$ cat src/rtl/ddr_req_arbiter.sv
// Round-robin arbiter that shares one DDR burst channel among four cache requesters.
// It latches one request, issues its burst command, waits for completion or a watchdog abort, then pulses done.
module ddr_req_arbiter #(
  parameter int unsigned DDR_ADDR_WIDTH = 28,
  parameter int unsigned LEN_WIDTH      = 10,
  parameter int unsigned NUM_REQ        = 4,
  parameter int unsigned TIMEOUT_CYCLES = 4096,
  parameter int unsigned TO_WIDTH       = 13
) (
  input  logic                              mem_clk,
  input  logic                              rst,
  input  logic                              ddr_rdy,
  input  logic [NUM_REQ-1:0]                req,
  input  logic [NUM_REQ*DDR_ADDR_WIDTH-1:0] req_addr,
  input  logic [NUM_REQ*LEN_WIDTH-1:0]      req_len,
  output logic [NUM_REQ-1:0]                gnt,
  output logic [NUM_REQ-1:0]                done,
  output logic                              busy,
  output logic                              cmd_valid,
  output logic [1:0]                        cmd_type,
  output logic [DDR_ADDR_WIDTH-1:0]         cmd_addr,
  output logic [LEN_WIDTH-1:0]              cmd_len,
  input  logic                              cmd_ack,
  input  logic                              burst_finish,
  output logic                              timeout_err
);

  localparam int unsigned IDX_W = 2;
  localparam logic [TO_WIDTH-1:0] TO_LAST = TO_WIDTH'(TIMEOUT_CYCLES - 1);

  typedef enum logic [1:0] {
    IDLE    = 2'd0,
    ISSUE   = 2'd1,
    WAIT    = 2'd2,
    RELEASE = 2'd3
  } state_t;

  state_t                    state_q, state_d;
  logic [NUM_REQ-1:0]        gnt_q, gnt_d;
  logic [NUM_REQ-1:0]        done_q, done_d;
  logic                      busy_q, busy_d;
  logic                      cmd_valid_q, cmd_valid_d;
  logic [IDX_W-1:0]          cmd_type_q, cmd_type_d;
  logic [DDR_ADDR_WIDTH-1:0] cmd_addr_q, cmd_addr_d;
  logic [LEN_WIDTH-1:0]      cmd_len_q, cmd_len_d;
  logic                      timeout_err_q, timeout_err_d;
  logic [IDX_W-1:0]          rr_ptr_q, rr_ptr_d;
  logic [TO_WIDTH-1:0]       wd_q, wd_d;

  logic [DDR_ADDR_WIDTH-1:0] addr_a [NUM_REQ];
  logic [LEN_WIDTH-1:0]      len_a  [NUM_REQ];
  logic                      win_found;
  logic [IDX_W-1:0]          win_idx;
  logic [IDX_W-1:0]          cand;

  // Unpack the per-requester address/length slices.
  always_comb begin
    for (int unsigned i = 0; i < NUM_REQ; i++) begin
      addr_a[i] = req_addr[i*DDR_ADDR_WIDTH +: DDR_ADDR_WIDTH];
      len_a[i]  = req_len[i*LEN_WIDTH +: LEN_WIDTH];
    end
  end

  // First requester at or after rr_ptr, wrapping modulo four.
  always_comb begin
    win_found = 1'b0;
    win_idx   = '0;
    cand      = '0;
    for (int unsigned k = 0; k < NUM_REQ; k++) begin
      cand = IDX_W'(rr_ptr_q + IDX_W'(k));
      if (!win_found && req[cand]) begin
        win_found = 1'b1;
        win_idx   = cand;
      end
    end
  end

  always_comb begin
    state_d       = state_q;
    gnt_d         = '0;
    done_d        = '0;
    cmd_valid_d   = cmd_valid_q;
    cmd_type_d    = cmd_type_q;
    cmd_addr_d    = cmd_addr_q;
    cmd_len_d     = cmd_len_q;
    timeout_err_d = timeout_err_q;
    rr_ptr_d      = rr_ptr_q;
    wd_d          = wd_q;

    case (state_q)
      IDLE: begin
        if (ddr_rdy && win_found) begin
          gnt_d[win_idx] = 1'b1;
          cmd_type_d     = win_idx;
          cmd_addr_d     = addr_a[win_idx];
          cmd_len_d      = len_a[win_idx];
          rr_ptr_d       = IDX_W'(win_idx + IDX_W'(1));
          wd_d           = '0;
          // A zero-length request completes without touching the DDR interface.
          if (len_a[win_idx] == '0) begin
            state_d = RELEASE;
          end else begin
            state_d     = ISSUE;
            cmd_valid_d = 1'b1;
          end
        end
      end
      ISSUE: begin
        wd_d = wd_q + TO_WIDTH'(1);
        if (cmd_ack) begin
          cmd_valid_d = 1'b0;
          wd_d        = '0;
          state_d     = burst_finish ? RELEASE : WAIT;
        end else if (wd_q == TO_LAST) begin
          cmd_valid_d   = 1'b0;
          timeout_err_d = 1'b1;
          state_d       = RELEASE;
        end
      end
      WAIT: begin
        wd_d = wd_q + TO_WIDTH'(1);
        if (burst_finish) begin
          state_d = RELEASE;
        end else if (wd_q == TO_LAST) begin
          timeout_err_d = 1'b1;
          state_d       = RELEASE;
        end
      end
      RELEASE: begin
        done_d[cmd_type_q] = 1'b1;
        state_d            = IDLE;
      end
      default: state_d = IDLE;
    endcase

    busy_d = (state_d != IDLE);
  end

  always_ff @(posedge mem_clk) begin
    if (rst) begin
      state_q       <= IDLE;
      gnt_q         <= '0;
      done_q        <= '0;
      busy_q        <= 1'b0;
      cmd_valid_q   <= 1'b0;
      cmd_type_q    <= '0;
      cmd_addr_q    <= '0;
      cmd_len_q     <= '0;
      timeout_err_q <= 1'b0;
      rr_ptr_q      <= '0;
      wd_q          <= '0;
    end else begin
      state_q       <= state_d;
      gnt_q         <= gnt_d;
      done_q        <= done_d;
      busy_q        <= busy_d;
      cmd_valid_q   <= cmd_valid_d;
      cmd_type_q    <= cmd_type_d;
      cmd_addr_q    <= cmd_addr_d;
      cmd_len_q     <= cmd_len_d;
      timeout_err_q <= timeout_err_d;
      rr_ptr_q      <= rr_ptr_d;
      wd_q          <= wd_d;
    end
  end

  assign gnt         = gnt_q;
  assign done        = done_q;
  assign busy        = busy_q;
  assign cmd_valid   = cmd_valid_q;
  assign cmd_type    = cmd_type_q;
  assign cmd_addr    = cmd_addr_q;
  assign cmd_len     = cmd_len_q;
  assign timeout_err = timeout_err_q;

endmodule

$ cat config.mk
export PLATFORM = sky130hd
export DESIGN_NAME = ddr_req_arbiter
export DESIGN_NICKNAME = d
export VERILOG_FILES = /design/src/rtl/ddr_req_arbiter.sv
export SDC_FILE = /design/constraint.sdc
export NUM_CORES = 1
export LEC_CHECK = 0
export CAP_MARGIN = 40
export CORE_MARGIN = 4
export CORE_UTILIZATION = 48
export DETAILED_ROUTE_END_ITERATION = 6
export DONT_BUFFER_PORTS = 1
export SETUP_SLACK_MARGIN = 0.3
export SLEW_MARGIN = 20
export SYNTH_ARGS = -nofsm -noshare
export SYNTH_HDL_FRONTEND = slang
export SYNTH_SLANG_ARGS = --single-unit
$ cat constraint.sdc
create_clock -name mem_clk -period 5.2 [get_ports mem_clk]
set_clock_uncertainty 0.2 [all_clocks]
set_input_delay 0.78 -clock mem_clk [delete_from_list [all_inputs] [get_ports mem_clk]]
set_output_delay 0.78 -clock mem_clk [all_outputs]
set_load 0.005 [all_outputs]
==> key figures, run 1 <==
Setup path
  • Flop2flop setup slack: 2380 ps
  • Critical R2R Launch: rr_ptr_q[1]$_SDFFE_PP0P_
  • Critical path arrival: 2850 ps
  • Worst-path maximum fanout: 29
  • R2R cell count: 9
  • Crit Reg-Reg Endpoint: cmd_valid$_SDFFE_PP0P_
  • Startpoint types: input port
  • CP Class: input port to flip-flop
  • Data required time at the worst endpoint: 5220 ps
  • Setup crit end kind: flip-flop

Timing
  • RSZ-0062 raised after global routing: no
  • Slew headroom: 0.482
  • Hold_ws: 288 ps
  • Worst-Margin Slew: 777 ps
  • Hold Fails Final Rpt: 0
  • Fmax: 353 MHz
  • Fin crit share: 0.544
  • Max Slew Vio Count: 0
  • Fin Setup TNS: 0 ps
  • Final setup vio count: 0
  • Minimum clock period: 2830 ps

Pwr
  • PwrDens: 461 nW/um2
  • Worst VDD drop: 0.172 mV
  • P_leak: 0.00176 uW

Layout
  • Final instance area: 4060 um2
  • # fillers: 785
  • Most common cell after layout, fill and taps aside: nand2_1
  • Commonest cells after routing, fill and taps aside: nand2_1 (128), dfxtp_1 (68), o22ai_1 (26), a22oi_1 (26), mux2i_1 (26)
  • Area grow syn2layout: 6.56%
  • Antenna Cells: 0
  • Layout cells sized above 1: 0.0717
  • Nets@finish: 641

Clock network
  • Post-CTS Setup Repair Bufs: 0
  • Clock Latency Late Sink: 330 ps
  • CTS Buffer Depth: 2
  • CTS H-Tree Depth: 3
  • Gates resized, CTS repair: 0
  • # hold bufs at CTS: 0
  • CTS buffer count: 9
  • Root Driver: clkbuf_8
  • Num Clock Sinks: 68
  • CTS tree: built
  • Clk pin slew, worst setup/hold paths: 70 ps

Synth
  • Synth cell types: 49
  • Syn. warnings: 0
  • Async set or reset register ratio after synthesis: 0
  • Avg Inst Size Synth: 7.85 um2
  • Sequential area share after synthesis: 0.357
  • Post-synth EDFFs: 0
  • Synth top area share: 0.357
  • Syn Std Cell Area: 3810 um2
  • Top cells by area, synth: dfxtp_1 (36%), nand2_1 (13%), mux2i_1 (6.8%), a22oi_1 (5.1%), o22ai_1 (4.3%)
  • Yosys reg bits: 68
  • Post-Synthesis Cells: 486
  • Largest area contributor in the netlist: dfxtp_1
  • Synth Flop Type: dfxtp_1
  • Net Count, Synth: 657

Placed design
  • DP HPWL: 7.85 mm
  • PortBufs: 0
  • GPL Wtd Cong: 0.831
  • Dpl cell area: 3840 um2

Route
  • DR pass1 iterations: 4
  • Vias per cell: 5.98
  • Starting DRT DRC Count: 172
  • DR vias: 3446
  • Wire per inst: 18.6 um
  • DRT Wirelength: 10.7 mm
  • Post-route DRC violation count: 0
  • Antenna viol nets, final: 0

Die
  • Core box area: 7730 um2
  • Num ports: 212
  • Die height: 97.1 um
  • Die area: 9440 um2
  • Die W: 97.1 um
  • Initial Utilization: 0.494
  • Row cnt: 32

Min path
  • WHS Path Cells: 2
  • Class of the most critical hold timing path: flip-flop to flip-flop
  • Hold wc startpoint: cmd_len[8]$_SDFFE_PP0P_
  • Worst Hold Path EP: cmd_len[8]$_SDFFE_PP0P_

Global routing
  • GR Util All Layers: 0.217
  • Vias in the first global route: 3465
  • First-pass GRT wire length: 16.9 mm
  • Global route overflow: 0
  • Initial antenna violation count: 0
  • Pin count of the biggest net entering global routing: 62

Job
  • Max-cap violations: 0

Status
  • Status: complete, no violations
## through the flow
stage / cells / utilization / total power (uW) / worst slack [ps]
2_1_floorplan: 486 / - / 1290 / 2480
3_3_place_gp: 560 / 0.497 / 1430 / 2100
3_5_place_dp: 560 / 0.497 / 1450 / 2030
4_1_cts: 575 / 0.524 / 1890 / 2380
5_1_grt: 576 / 0.526 / 2010 / 2190
6_report: 576 / 0.526 / 1870 / 2370
## cell usage after synthesis (all sizes together), types with 6 or more instances
library cell,n
nand2,130
dfxtp,68
a22oi,26
mux2i,26
nor2,26
o22ai,26
clkbuf,23
and3,22
a21oi,19
a211oi,18
ha,10
a31oi,9
inv,9
xor2,9
buf,8
or3,7
and2,6
o21ai,6
## kinds of logic (layout without fill, tap and decap cells)
| family | Yosys count | after routing | synth area share |
|---|---|---|---|
| adder cells (fa/ha/maj) | 10 | 10 | 0.0328 |
| flip-flops | 68 | 68 | 0.357 |
| multiplexers | 26 | 26 | 0.0682 |
| AND/OR/NAND/NOR | 210 | 210 | 0.251 |
| AO/OA/AOI/OAI | 120 | 120 | 0.222 |
| XOR/XNOR | 11 | 11 | 0.0253 |
| buffers and inverters | 41 | 29 | 0.0443 |
## registers in the layout, indices dropped and copies added, names as in the netlist
name / flops
busy: 1
cmd_valid: 1
state_q: 2
gnt: 4
wd_q: 13
done: 4
cmd_addr: 28
cmd_type: 2
timeout_err: 1
cmd_len: 10
rr_ptr_q: 2
## cell type report
class,instances,area (um2),share of cell area
clock buffers,15,206,0.0508
inverters,10,42.5,0.0105
multi-input cells,377,2290,0.563
flip-flops and latches,68,1360,0.335
well taps,102,128,0.0314
repair buffers,4,37.5,0.00924
## worst max-delay path, stage by stage
cell	delay (ps)
nand2b_4	130
o221ai_4	380
nand2_4	290
a211oi_1	310
a31oi_1	100
or4_1	500
a211oi_1	250
o32ai_1	100
## power by group
group / switching [uW] / internal [uW]
registers: 95.5 / 624
logic: 440 / 277
clock network: 189 / 249
## worst max path at each step
stage	start	to	slack [ps]	cells after the start
finish	req[1]	cmd_valid$_SDFFE_PP0P_	2370	8
global route	rr_ptr_q[1]$_SDFFE_PP0P_	cmd_valid$_SDFFE_PP0P_	2190	9
CTS	rr_ptr_q[1]$_SDFFE_PP0P_	cmd_valid$_SDFFE_PP0P_	2380	9
detailed placement	req[1]	cmd_valid$_SDFFE_PP0P_	2030	8
global placement	req[1]	busy$_SDFF_PP0_	2100	9
floorplan	req[1]	cmd_valid$_SDFFE_PP0P_	2480	8
## routing by layer
layer / up-vias / track usage / wire length (um)
li1: 1690 / - / -
met5: - / 0 / 0
met4: 0 / 0.0734 / 158
met1: 1611 / 0.245 / 4220
met2: 132 / 0.383 / 5520
met3: 13 / 0.0696 / 847
Power figures use the tool's default switching activity.
==> run 2: changes to the inputs <==
==> constraint.sdc (replaced) <==
create_clock -name mem_clk -period 2.9 [get_ports mem_clk]
set_clock_uncertainty 0.2 [all_clocks]
set_input_delay 0.435 -clock mem_clk [delete_from_list [all_inputs] [get_ports mem_clk]]
set_output_delay 0.435 -clock mem_clk [all_outputs]
set_load 0.005 [all_outputs]
==> key figures, run 2 (synthesis gave the netlist of run 1 again) <==
Status
  • Status: complete, no violations

Min path
  • Class of the most critical hold timing path: input port to flip-flop
  • WHS Path Cells: 1 (-1)

Layout
  • Multi-input logic area: 2350 um2 (+2.8%)
  • Area grow syn2layout: 10.8%
  • Layout cells sized above 1: 0.111 (+0.0389)
  • Antenna Cells: 0 (unchanged)
  • Max reg flops: 28 (unchanged)
  • # fillers: 735 (-6.4%)
  • Most common cell after layout, fill and taps aside: nand2_1
  • Nets@finish: 655 (+2.2%)
  • Commonest cells after routing, fill and taps aside: nand2_1 (128), dfxtp_1 (66), o22ai_1 (26), a22oi_1 (26), mux2i_1 (26)
  • Sequential cell area: 1360 um2 (+0.18%)

Die
  • Die W: 97.1 um (unchanged)
  • Row cnt: 32 (unchanged)
  • Num ports: 212 (unchanged)
  • Die height: 97.1 um (unchanged)
  • Die area: 9440 um2 (unchanged)
  • Core box area: 7730 um2 (unchanged)
  • Initial Utilization: 0.494 (unchanged)

Route
  • Vias per cell: 5.96 (-0.36%)
  • Wire per inst: 19.6 um (+5.3%)
  • Post-route DRC violation count: 0 (unchanged)
  • DRT Wirelength: 11.6 mm (+7.8%)
  • Antenna viol nets, final: 0 (unchanged)
  • Starting DRT DRC Count: 124 (-28%)
  • DR pass1 iterations: 4 (unchanged)
  • DR vias: 3517 (+2.1%)

Timing
  • Max Slew Vio Count: 0 (unchanged)
  • Fmax: 397 MHz
  • Slew headroom: 0.709 (+0.227)
  • RSZ-0062 raised after global routing: yes
  • Final setup vio count: 0 (unchanged)
  • Worst-Margin Slew: 433 ps (-345 ps)
  • Minimum clock period: 2520 ps
  • Fin Setup TNS: 0 ps (unchanged)
  • Hold Fails Final Rpt: 0 (unchanged)
  • Fin crit share: 0.868

Placed design
  • DP HPWL: 8.37 mm (+6.5%)
  • PortBufs: 0 (unchanged)
  • GPL Wtd Cong: 0.851 (+2.5%)

Global routing
  • Pin count of the biggest net entering global routing: 33 (-47%)
  • Global route overflow: 0 (unchanged)
  • GR Util All Layers: 0.230 (+0.0137)
  • First-pass GRT wire length: 17.6 mm (+4.5%)
  • Initial antenna violation count: 0 (unchanged)
  • Vias in the first global route: 3439 (-0.75%)

Setup path
  • R2R cell count: 9 (unchanged)
  • CP Class: flip-flop to flip-flop
  • Crit Reg-Reg Endpoint: cmd_valid$_SDFFE_PP0P_
  • Critical Path End: cmd_valid$_SDFFE_PP0P_
  • Worst-path maximum fanout: 5 (-83%)
  • Setup crit end kind: flip-flop
  • Worst-path cell chain: and2_4 > o221ai_4 > buf_4 > and3_1 > a211oi_2 > a31oi_1 > or4_1 > a211oi_1 > o32ai_1
  • Flop2flop setup slack: 380 ps (-2000 ps)
  • Slowest cell on crit path: or4_1
  • Critical path arrival: 2530 ps (-320 ps)
  • Data required time at the worst endpoint: 2910 ps (-2310 ps)
  • Max incr delay on CP: 520 ps (+20 ps)
  • Worst Setup SP: rr_ptr_q[1]$_SDFFE_PP0P_
  • Critical R2R Launch: rr_ptr_q[1]$_SDFFE_PP0P_
  • Startpoint types: flip-flop

Pwr
  • Sequential power share: 0.377 (-0.007)
  • Worst VDD drop: 0.351 mV (+100%)
  • Overall Power: 3430 uW (+83%)
  • Net Switching: 1350 uW (+86%)
  • P_leak: 0.00182 uW (+3.5%)
  • Sw Share: 0.392 (+0.00613)
  • Power share of the clock group: 0.219 (-0.015)
  • PwrDens: 812 nW/um2 (+76%)
  • Pint: 2080 uW (+81%)
  • Gate power share: 0.404 (+0.022)

Clock network
  • CTS H-Tree Depth: 3 (unchanged)
  • CTS Buffer Depth: 2 (unchanged)
  • Num Clock Sinks: 68 (unchanged)
  • Clk pin slew, worst setup/hold paths: 70 ps (about the same)
  • Clock Latency Late Sink: 330 ps (about the same)
  • Root Driver: clkbuf_8
  • CTS tree: built
  • CTS buffer count: 9 (unchanged)

Job
  • Max-cap violations: 0 (unchanged)
[run 2: changes by cell type in the layout (fill, tap and decap cells not counted), sizes merged]
cell         delta
inv             +1
bufinv          +1
clkbuf          -2
buf             +9
dlygate4sd3     +5
[run 2: worst max-delay path, delay by kind of cell (launching register included)]
family / cells / cell delay, ps
and+or+nand+nor: 3 / 870
DFF: 1 / 390
AOI/OAI and AO/OA: 5 / 750
buffers and inverters: 1 / 170
[run 2: worst min path at each step]
stage / start / endpoint / slack, ps
finish: rst / cmd_addr[9]$_SDFFE_PP0P_ / 20
global route: rst / cmd_addr[3]$_SDFFE_PP0P_ / 2
CTS: rst / cmd_addr[20]$_SDFFE_PP0P_ / 0.1
detailed placement: cmd_len[9]$_SDFFE_PP0P_ / cmd_len[9]$_SDFFE_PP0P_ / 270
global placement: cmd_len[9]$_SDFFE_PP0P_ / cmd_len[9]$_SDFFE_PP0P_ / 270
floorplan: cmd_len[0]$_SDFFE_PP0P_ / cmd_len[0]$_SDFFE_PP0P_ / 250
[run 2: area by class of cell]
type | instances | area share
Clock buffer | 13 | 0.0352
Clock inverter | 2 | 0.00829
Inverter | 10 | 0.0107
Multi-Input combinational cell | 377 | 0.557
Sequential cell | 68 | 0.323
Tap cell | 102 | 0.0302
Timing Repair Buffer | 18 | 0.0358
[run 2: metrics by stage]
stage / worst slack, ps / area (um2) / util / cells / hold slack (ps)
global route: 282 / 4230 / 0.547 / 590 / 2.00
global placement: 299 / 3890 / 0.504 / 567 / 272
finish: 384 / 4230 / 0.547 / 590 / 23.3
floorplan: 525 / 3810 / - / 486 / 253
detailed placement: 214 / 3890 / 0.504 / 567 / 273
CTS: 302 / 4110 / 0.532 / 585 / 0.112
[run 2: power groups by stage]
stage / Sequential [uW] / Combinational, uW / Clock, uW
global route: 1310 / 1550 / 814
CTS: 1300 / 1330 / 775
global placement: 1310 / 1290 / 0
detailed placement: 1310 / 1320 / 0
finish: 1290 / 1390 / 751
floorplan: 1250 / 1070 / 0
[run 2: repair_timing]
action | 4_1_cts | 5_1_grt
setup buffers | 0 | 2
setup endpoints to repair | 0 | 6
hold buffers | 3 | 2
hold endpoints to repair | 22 | 2
gates resized for setup | 0 | 16
[run 2: layer usage]
layer / up-vias / GRT usage / share of wire
met3: 19 / 0.0754 / 0.073
met2: 140 / 0.415 / 0.51
li1: 1716 / - / -
met1: 1642 / 0.263 / 0.41
met4: 0 / 0.0562 / 0.016
met5: - / 0 / 0
==> patch 1: new RTL, flow settings as in run 1 <==
The parameter `TO_WIDTH` goes from 13 to 15.
--- a/src/rtl/ddr_req_arbiter.sv
+++ b/src/rtl/ddr_req_arbiter.sv
@@ -7,3 +7,3 @@
   parameter int unsigned TIMEOUT_CYCLES = 4096,
-  parameter int unsigned TO_WIDTH       = 13
+  parameter int unsigned TO_WIDTH       = 15
 ) (
Function: no difference found for any inputs over 4 cycles, from zero or initial values and one cycle with rst high; that may be too few to reach the edited logic, so the function may still have changed.
==> patch 1 against run 1 <==
Total power shrank 1.7%; routed wire length grew 6.0%; largest cell class unchanged; area after synthesis grew 2.9%; final area grew 2.2%; hold slack lost 0.0049 ns; setup slack lost 0.47 ns; core utilization grew 0.31 points; sequential power grew 0.8%; sequential cell count grew 2.
==> patch 1: results (changes against run 1) <==
Outcome
The run finished with clean final reports.

Route
The detailed-route wire length per cell is 18.6 µm (-0.28%). The starting DRC count in detailed routing is 132 (-23%). The met1 wire length was 4.50 mm (+6.7%). The via density per instance is 5.95 (-0.61%). The total vias in the final route is 3639 (+5.6%).

The total length of routed met3 wires is 970 µm (+15%). The met2 routed wirelength is 5.74 mm (+4.1%).

Synth
The synthesized instance count is 525 (+8.0%). The xor/xnor share of the synthesized area was 0.0313 (+0.00600). The mux contribution to synthesized area came to 0.0587 (-0.00955).

The share of synthesized area occupied by flip-flops and latches came to 0.357 (about the same). The share of synthesized cell area in full adder, half adder and majority cells is 0.0319 (-0.000910). Ranked by instance count, the synthesized netlist is headed by nand2_1 (135), dfxtp_1 (70), nor2_1 (35), nand3_1 (31), a22oi_1 (26). The number of nets produced by synthesis is 696 (+5.9%).

By area the synthesized netlist is led by dfxtp_1 (36%), nand2_1 (13%), mux2i_1 (5.9%). In the synthesized netlist the dominant register cell turns out to be dfxtp_1. The number of library cell types mapped by synthesis is 43 (-12%).

Critical path
The category of the worst setup path launch point is a flop. The endpoint arrival time on the critical path was 3.32 ns (+0.47 ns). The family with the most delay on the worst path is simple AND/OR/NAND/NOR gates.

The maximum net fanout on the critical path is 23 (-21%). The setup slack of the worst register-to-register path is 1.90 ns (-0.48 ns). The delay contributed by the slowest stage of the critical path is 0.56 ns (+0.06 ns).

Place
The number of instances in the placed design is 596 (+6.4%). The cell area after placement is 3950 µm² (+2.9%). The HPWL reported at the end of detailed placement is 8.63 mm (+9.9%).

STA
The post-route worst hold slack is 0.283 ns (-0.00489 ns). The actual transition at the worst max-transition pin is 0.782 ns (+0.00456 ns).

GRT
The global-route wire length before repair came to 17.9 mm (+5.9%). The met1 global-route usage is 0.260 (+0.0147). The met3 routing resource usage after global routing is 0.0764 (+0.00679). The number of antenna violations at the first check in global routing came to 0 (unchanged). The overall global routing resource usage came to 0.227 (+0.0106). The met2 track demand over resource is 0.401 (+0.0182). The largest net degree at the start of global routing came to 59 (-4.8%).

Final layout
The total of fill cells in the finished design is 772 (-1.7%). The final layout net count is 676 (+5.5%). The fraction of layout cells with a size suffix above 1 is 0.0529 (-0.0188).

Power
The highest ir drop seen on vdd is 0.202 mV (+17%). The leakage component of the power is 0.00174 µW (-1.2%). The power per cell area is 444 nW/µm² (-3.8%).

Hold path
The worst hold path begins at cmd_len[4].
==> patch 1: report_power, final <==
| part | switching, µW | leakage, µW | internal, µW |
|---|---|---|---|
| sequential | 90.9 | 0.000571 | 634 |
| clock | 217 | 0.0000996 | 223 |
| combinational | 422 | 0.00107 | 254 |
==> patch 1: worst max-delay path by stage <==
stage	depth (start not counted)	slack, ns	from	to
floorplan	8	2.31	req[2]	cmd_valid
global placement	9	1.70	req[2]	cmd_valid
detailed placement	9	1.59	req[2]	cmd_valid
CTS	9	1.90	rr_ptr_q[1]	cmd_valid
global route	9	1.65	rr_ptr_q[1]	cmd_valid
finish	9	1.90	rr_ptr_q[1]	cmd_valid
==> patch 1: cell type report <==
class / instances / area share
sequential: 70 / 0.338
timing repair buffer: 4 / 0.00663
clock inverter: 7 / 0.0178
clock buffer: 9 / 0.0298
multi-input combinational: 415 / 0.573
inverter: 5 / 0.00452
tap: 102 / 0.0307
==> patch 2: new RTL, config.mk and constraints of run 1 <==
Made on the original files. Re-encode `state_t` (4 states) as one-hot, 4 bits wide.
--- a/src/rtl/ddr_req_arbiter.sv
+++ b/src/rtl/ddr_req_arbiter.sv
@@ -30,7 +30,7 @@
 
-  typedef enum logic [1:0] {
-    IDLE    = 2'd0,
-    ISSUE   = 2'd1,
-    WAIT    = 2'd2,
-    RELEASE = 2'd3
+  typedef enum logic [3:0] {
+    IDLE    = 4'b0001,
+    ISSUE   = 4'b0010,
+    WAIT    = 4'b0100,
+    RELEASE = 4'b1000
   } state_t;
Check against the original RTL: no difference found for any inputs over 4 cycles, from zero or initial values and one cycle with rst high; so few cycles prove little.
==> patch 2 against run 1 <==
Final area fell by 1.0%; routed wire length rose by 2.7%; sequential cell count rose by 2; die area fell by 0.69%; area after synthesis fell by 0.75%; setup slack got worse by 0.36 ns; critical path type unchanged.
Power is not compared: it rests on default switching activity, and its combinational part moved more than twofold at a synthesized area within 25%.
==> patch 2: results (changes against run 1) <==
Outcome
The run finished with clean final reports.

Critical path
The setup slack of the worst register-to-register path came to 2.11 ns (-0.27 ns). The start of the worst register-to-register path is rr_ptr_q[0]. The cell depth of the worst flop-to-flop path is 7 (-2).

The maximum net fanout on the critical path is 29 (unchanged). The worst register-to-register path ends at state_q[1]. The endpoint arrival time on the critical path is 3.20 ns (+0.35 ns).

Synth
Yosys attributes the largest share of cell area to dfxtp_1 (37%), nand2_1 (11%), mux2i_1 (6.9%). The number of nets produced by synthesis is 653 (-0.61%). The async set-or-reset flop fraction in the synthesized netlist came to 0 (unchanged). By count the netlist is led by nand2_1 (110), dfxtp_1 (70), o22ai_1 (30), nor2_1 (29), mux2i_1 (26). The number of warnings printed during yosys synthesis was 0 (unchanged). The mean instance size in the synthesized netlist is 7.77 µm² (-0.96%). The number of library cell types mapped by synthesis came to 43 (-12%). The share of synthesized area occupied by flip-flops and latches is 0.370 (+0.0133).

Route
The starting DRC count in detailed routing is 146 (-15%). The wire length reported by the detailed router was 11.0 mm (+2.7%). The total iterations of the first detailed-routing run is 4 (unchanged).

The total vias in the final route was 3420 (-0.75%).

Final layout
The area used by multi-input combinational logic was 2200 µm² (-3.9%). The non-filler instance count after layout is 574 (-0.35%). The fraction of layout cells with a size suffix above 1 is 0.0742 (+0.00242). The number of diodes added for antenna fixing is 0 (unchanged). The total of fill cells in the finished design came to 773 (-1.5%). The final layout net count was 634 (-1.1%). The number of flip-flops in the largest register is 28 (unchanged).

Clocking
The clock latency on the worst-skew pair came to 0.33 ns (about the same). The total setup buffers inserted after CTS was 0 (unchanged). The buffer depth of the longest clock path is 2 (unchanged). The clock tree root buffer cell is clkbuf_8.

GRT
The largest net degree at the start of global routing is 67 (+8.1%). The overall global routing resource usage came to 0.231 (+0.0144). The number of global-route vias before repair came to 3479 (+0.40%). The global-route wire length before repair is 17.7 mm (+5.1%).

Die
The die area came to 9370 µm² (-0.69%).

Power
The leakage component of the power is 0.00168 µW.

Hold path
For hold timing, the worst endpoint is cmd_len[8]. In this run the worst hold path is classified as flop to flop.

Place
The placer's final routability congestion estimate came to 0.864 (+4.0%). The number of instances in the placed design came to 559 (-0.18%). The HPWL reported at the end of detailed placement is 8.11 mm (+3.2%).

STA
The worst slew slack as a fraction of its limit was 0.468 (-0.0136). The final hold violation count is 0 (unchanged).
patch 2: cells by family (layout without fill, tap and decap cells):
kind of cell / count (synthesis) / after routing / share of synthesized area
AOI/OAI and AO/OA: 117 / 117 / 0.210
xor gates and xnor gates: 11 / 11 / 0.0255
adders and majority gates: 5 / 5 / 0.0165
buffers and inverters: 44 / 29 / 0.0496
DFF: 70 / 70 / 0.370
muxes: 26 / 26 / 0.0688
and+or+nand+nor: 214 / 214 / 0.260
patch 2: critical path: stages:
cell and delay [ns]:
nor2b_1 0.17, a311o_1 0.58, nand2_2 0.52, a211oi_1 0.39
o22ai_1 0.15, nor4_2 0.46, a21oi_1 0.13
patch 2: power breakdown:
part	internal, µW	leakage [µW]	total [µW]	switching [µW]
registers	580	0.000571	622	41.3
clock network	258	0.000104	459	202
logic	127	0.00101	326	199
total	965	0.00168	1410	442
patch 2: final cells by class:
type,instances,share of cell area
sequential,70,0.348
timing repair buffer,5,0.0131
tap,102,0.0317
multi-input combinational,373,0.547
inverter,9,0.00840
clock inverter,3,0.0106
clock buffer,12,0.0411
patch 2: worst max path at each step:
stage                 from           end  slack (ns)  cells after the start
floorplan           req[2]     cmd_valid        2.56                      8
global placement    req[2]  cmd_addr[20]        1.57                      6
detailed placement  req[2]    state_q[1]        1.69                      7
CTS                 req[2]    state_q[1]        2.04                      7
global route        req[2]    state_q[1]        1.65                      7
finish              req[2]    state_q[1]        2.01                      7
patch 2: metrics by stage:
| step | setup slack [ns] | area (µm²) | total power (µW) | hold slack, ns |
|---|---|---|---|---|
| final | 2.01 | 4020 | 1410 | 0.282 |
| after global routing | 1.65 | 4020 | 1500 | 0.282 |
| after CTS | 2.04 | 4020 | 1420 | 0.283 |
| after detailed placement | 1.69 | 3810 | 962 | 0.273 |
| after global placement | 1.57 | 3780 | 948 | 0.269 |
| after floorplan | 2.56 | 3780 | 894 | 0.253 |
patch 2: layer usage:
| layer | part of all wire | global-route usage | vias up |
|---|---|---|---|
| met5 | 0 | 0 | - |
| met1 | 0.42 | 0.296 | 1564 |
| met2 | 0.48 | 0.367 | 141 |
| met3 | 0.078 | 0.0663 | 23 |
| li1 | - | - | 1692 |
| met4 | 0.023 | 0.0907 | 0 |
